[src/rtl/adder_seq_ctrl.sv]
// Nibble-serial wide adder: one shared 4-bit adder processes a WIDTH-bit add
// over WIDTH/4 cycles, least significant nibble first, with a registered carry chain.
`timescale 1ns/1ps

module adder (
    input  logic [3:0] a,
    input  logic [3:0] b,
    input  logic       c_in,
    output logic [3:0] sum,
    output logic       c_out
);
    logic [4:0] full_s;

    // 4-bit ripple add with carry in/out
    assign full_s = {1'b0, a} + {1'b0, b} + {4'b0000, c_in};
    assign sum    = full_s[3:0];
    assign c_out  = full_s[4];
endmodule

module adder_seq_ctrl #(
    parameter int WIDTH = 16
) (
    input  logic             clk,
    input  logic             rst_n,
    input  logic             in_valid,
    output logic             in_ready,
    input  logic [WIDTH-1:0] in_a,
    input  logic [WIDTH-1:0] in_b,
    input  logic             in_c,
    output logic             out_valid,
    input  logic             out_ready,
    output logic [WIDTH-1:0] out_sum,
    output logic             out_c,
    output logic             busy
);
    localparam int NIB   = WIDTH / 4;
    localparam int CNT_W = (NIB > 1) ? $clog2(NIB) : 1;
    localparam logic [CNT_W-1:0] LAST_CNT = CNT_W'(NIB - 1);

    typedef enum logic [1:0] {
        S_IDLE = 2'd0,
        S_RUN  = 2'd1,
        S_DONE = 2'd2
    } state_e;

    state_e           state_q, state_d;
    logic [WIDTH-1:0] a_q, a_d;
    logic [WIDTH-1:0] b_q, b_d;
    logic [WIDTH-1:0] sum_q, sum_d;
    logic             carry_q, carry_d;
    logic [CNT_W-1:0] cnt_q, cnt_d;

    logic [3:0]       nib_sum_s;
    logic             nib_c_s;

    adder u_adder (
        .a     (a_q[3:0]),
        .b     (b_q[3:0]),
        .c_in  (carry_q),
        .sum   (nib_sum_s),
        .c_out (nib_c_s)
    );

    // State and datapath registers
    always_ff @(posedge clk or negedge rst_n) begin
        if (!rst_n) begin
            state_q <= S_IDLE;
            a_q     <= '0;
            b_q     <= '0;
            sum_q   <= '0;
            carry_q <= 1'b0;
            cnt_q   <= '0;
        end else begin
            state_q <= state_d;
            a_q     <= a_d;
            b_q     <= b_d;
            sum_q   <= sum_d;
            carry_q <= carry_d;
            cnt_q   <= cnt_d;
        end
    end

    // Next-state and datapath update; the carry register doubles as the
    // final carry-out once the last nibble has been added.
    always_comb begin
        state_d = state_q;
        a_d     = a_q;
        b_d     = b_q;
        sum_d   = sum_q;
        carry_d = carry_q;
        cnt_d   = cnt_q;
        case (state_q)
            S_IDLE: begin
                if (in_valid) begin
                    state_d = S_RUN;
                    a_d     = in_a;
                    b_d     = in_b;
                    carry_d = in_c;
                    cnt_d   = '0;
                end else begin
                    state_d = S_IDLE;
                end
            end
            S_RUN: begin
                a_d     = {4'b0000, a_q[WIDTH-1:4]};
                b_d     = {4'b0000, b_q[WIDTH-1:4]};
                sum_d   = {nib_sum_s, sum_q[WIDTH-1:4]};
                carry_d = nib_c_s;
                cnt_d   = cnt_q + CNT_W'(1);
                if (cnt_q == LAST_CNT) begin
                    state_d = S_DONE;
                end else begin
                    state_d = S_RUN;
                end
            end
            S_DONE: begin
                if (out_ready) begin
                    state_d = S_IDLE;
                end else begin
                    state_d = S_DONE;
                end
            end
            default: begin
                state_d = S_IDLE;
            end
        endcase
    end

    // Handshake/status decode from the registered state
    always_comb begin
        in_ready  = 1'b0;
        out_valid = 1'b0;
        busy      = 1'b0;
        case (state_q)
            S_IDLE:  in_ready  = 1'b1;
            S_RUN:   busy      = 1'b1;
            S_DONE: begin
                out_valid = 1'b1;
                busy      = 1'b1;
            end
            default: in_ready = 1'b0;
        endcase
    end

    assign out_sum = sum_q;
    assign out_c   = carry_q;
endmodule

[config.mk]
export PLATFORM = sky130hd
export DESIGN_NAME = adder_seq_ctrl
export DESIGN_NICKNAME = d
export VERILOG_FILES = /design/src/rtl/adder_seq_ctrl.sv
export SDC_FILE = /design/constraint.sdc
export NUM_CORES = 1
export LEC_CHECK = 0
export BUFFER_PORTS_ARGS = -buffer_cell sky130_fd_sc_hd__buf_4
export CAP_MARGIN = 20
export CORE_MARGIN = 2
export CORE_UTILIZATION = 40
export DETAILED_ROUTE_END_ITERATION = 16
export SLEW_MARGIN = 20
export SYNTH_ARGS = -nofsm -noshare
export SYNTH_HDL_FRONTEND = slang
export SYNTH_HIERARCHICAL = 1
export SYNTH_SLANG_ARGS = --single-unit
[constraint.sdc]
create_clock -name clk -period 4.1 [get_ports clk]
set_clock_uncertainty 0.15 [all_clocks]
set_input_delay 0 -clock clk [delete_from_list [all_inputs] [get_ports clk]]
set_output_delay 0 -clock clk [all_outputs]
set_load 0.02 [all_outputs]
==> summary.md <==
| Metric | Value |
|---|---|
| Worst R2R Setup Slack | `around 1.8 ns` |
| Post-synth EDFFs | `0` |
| Mapped cell area | `2645 µm²` |
| Crit Path Max Fanout | `21` |
| Proportion of layout cells with a drive suffix above 1 | `25.81%` |
| Max-cap violation count | `0` |
| Io pins | `between 50 and 60` |
| Placed instance area | `3094 µm²` |
| Die Ht | `about 85 µm` |
| Crit path from | `state_q[0]` |
| Clk_lat worst skew | `0.31 ns` |
| TritonCTS clock tree | `built` |
| Post-synth top area cell | `dfrtp_1` |
| Arrival time at the worst endpoint | `approximately 2.3 ns` |
| TNS Setup | `0 ns` |
| Length of routed met2 wiring | `3069 µm` |
| Initial antenna violation count | `0` |
| Worst R2R Path Depth | `6` |
| CP Cell Sequence | `inv_1 -> ha_1 -> nor2b_2 -> buf_4 -> nor3_1 -> a211oi_1` |
| RSZ-0062 raised after global routing | `no` |
| CP Capture Type | `flip-flop` |
| First-pass detailed-route iteration total | `4` |
| Register bit total from synthesis | `53` |
| Critical path data required time | `4.16 ns` |
| Largest stage delay, worst path | `roughly 0.7 ns` |
| Starting Density | `around 41%` |
| Worst Path Buf+Inv | `2` |
| # clock sinks | `53` |
| Seq/Total Area, Yosys | `50.14%` |
| First-pass GRT wire length | `10860 µm` |
| # rows | `29` |
| Metal-1 WL | `3054 µm` |
| WS Path Type | `flip-flop to flip-flop` |
| Synth Instances | `between 200 and 300` |
| F_max | `roughly 440 MHz` |
| Top cells by count, synth | `dfrtp_1 (53), nand2_1 (19), nand3_1 (19), mux2_2 (16)` |
| Final critical-path share of the clock period | `between 50% and 60%` |
| Post-Syn Nets | `around 300` |
| CORE AREA | `approximately 6400 µm²` |
| GR Util All Layers | `18.78%` |
| Leak pwr | `approximately 1.6 nW` |
| Reg clk slew, reported paths | `0.10 ns` |
| Setup Viol. Count Final | `0` |
| Top cells by area, synth | `dfrtp_1 (50%), mux2_2 (6.8%), ha_1 (3.8%)` |
| Post-synth ARST share | `100.0%` |
| Final Cell Area | `about 3600 µm²` |
| Top delay family on crit path | `simple AND/OR/NAND/NOR gates` |
| Slew margin rel. | `42.69%` |
| FF-to-FF End | `a_q[10]` |
| Fin crit period | `2.262 ns` |
| CTS Root Cell | `clkbuf_8` |
| # fillers | `about 570` |
| H-tree depth | `2` |
| Initial DRC Count | `approximately 130` |
| Vias/cell | `about 5.3` |
| Synth top area share | `about half` |
| Vias in the first global route | `about 2200` |
| Worst vdd ir | `0.4851 mV` |
| Synth-to-layout area growth | `35.86%` |
| Post-CTS Setup Repair Bufs | `0` |
| Die area | `about 7300 µm²` |
| Slowest CP cell | `nor2b_2` |
| Routed wire length on met3 | `around 230 µm` |
| Yosys cell types | `32` |
| Final Hold Fails | `0` |
| Final nets | `387` |
| Worst Max-Slew Pin Slew | `between 0.8 and 0.9 ns` |
| Largest net degree at the start of global routing | `54` |
| Smallest setup slack after layout | `approximately 1.8 ns` |
| Worst Hold Class | `input port to flip-flop` |
| PortBufs | `between 50 and 60` |
| Vias | `approximately 2200` |
| Critical path depth | `6` |
| Power per cell area | `roughly 820 nW/µm²` |
| GR Overflow Total | `0` |
| CP Launch Type | `flip-flop` |
| Critical R2R Launch | `state_q[0]` |
| Max Used Layer | `met4` |
| Slew Viols, Final | `0` |
| TritonCTS buffer count | `5` |
| Worst setup path endpoint | `a_q[10]` |
| Count leader, synth | `dfrtp_1` |
| DRC Markers | `0` |
| Routed Antenna Nets | `0` |
| Antenna Cells | `0` |
| Max Buffers Root-to-Sink | `2` |
| DP HPWL | `just over 4000 µm` |
| Final wirelength | `6439 µm` |
| Post-Syn Area per Cell | `about 10 µm²` |
| Routability cong. | `between 0.7 and 0.8` |
| Horiz. Die Dim | `between 80 and 90 µm` |
| Synth Warn # | `6` |
| Synth Flop Type | `dfrtp_1` |
| DR WL/cell | `between 15 and 20 µm` |
| Status | `completed` |
| Pre-CTS setup slack | `approximately 1.9 ns` |
==> registers in the layout, indices dropped and copies added, names as in the netlist <==
signal / cells
a_q: 16
b_q: 16
out_sum: 16
cnt_q: 2
state_q: 2
out_c: 1
==> worst min-delay path by stage <==
stage | end | cells past startpoint | startpoint | slack, ns
6_report | a_q[11] | 4 | in_a[11] | 0.04
3_5_place_dp | out_sum[13] | 1 | rst_n | -0.06
2_1_floorplan | a_q[0] | 0 | rst_n | -0.45
5_1_grt | a_q[11] | 4 | in_a[11] | 0.08
3_3_place_gp | out_sum[13] | 1 | rst_n | -0.05
4_1_cts | a_q[11] | 4 | in_valid | 0.04
==> tightest hold or removal path, cell delays in order <==
cell     delay (ns)
buf_4          0.11
and3b_1        0.18
o21ai_0        0.07
o221a_2        0.12
==> metal layers <==
metal	track usage, %	vias up
li1	-	1101
met1	26.25	1068
met2	30.54	53
met3	3.113	10
met4	4.762	0
met5	0	-
==> power by group <==
part	total [mW]	internal (mW)	switching, mW	leakage, nW
Sequential	0.996	0.796	0.200	0.640
Clock	0.379	0.187	0.191	0.0603
Combinational	1.58	0.747	0.836	0.898
==> cells by family after synthesis <==
logic type	count (synthesis)	share of synthesized area [%]
and+or+nand+nor	81	14.76
AOI/OAI and AO/OA	63	16.37
DFF	53	50.14
buffers and inverters	31	5.961
muxes	16	6.812
adders and majority gates	10	5.298
xor gates and xnor gates	2	0.6624
==> timing repair <==
| item | CTS | global route |
|---|---|---|
| setup endpoints to repair | 0 | 0 |
| hold endpoints to repair | 86 | 0 |
| gates resized for setup | 0 | 0 |
| hold buffers | 38 | 0 |
==> cell usage in the layout (no fill, tap or decap), types with 3 or more instances in the layout <==
cell type      count
buf_4             59
dfrtp_1           53
dlygate4sd3_1     38
nand2_1           19
nand3_1           19
mux2_2            16
o22ai_1           15
nor2_1            15
o21ai_0           12
nor3_1            12
inv_1             10
a211oi_1           9
a32oi_1            8
ha_1               8
nor2b_1            7
a21oi_1            6
a221oi_1           6
clkbuf_8           5
nand2b_1           3
==> metrics by stage <==
| step | hold slack, ns | utilization [%] | cells | power [mW] |
|---|---|---|---|---|
| after floorplan | -0.4456 | - | 256 | 2.110 |
| after global placement | -0.04975 | 48.02 | 371 | 2.490 |
| after detailed placement | -0.05616 | 48.45 | 372 | 2.558 |
| after CTS | 0.04044 | 56.27 | 418 | 2.982 |
| after global routing | 0.08105 | 56.27 | 418 | 3.211 |
| final | 0.04465 | 56.27 | 418 | 2.958 |
==> final cells by class <==
type	count	area (µm²)	area share [%]
Sequential cell	53	1326	36.91
Multi-Input combinational cell	172	1164	32.38
Timing Repair Buffer	98	850.8	23.68
Tap cell	77	96.34	2.681
Clock buffer	5	68.82	1.915
Clock inverter	3	50.05	1.393
Inverter	10	37.54	1.045
(Power assumes the default switching activity.)
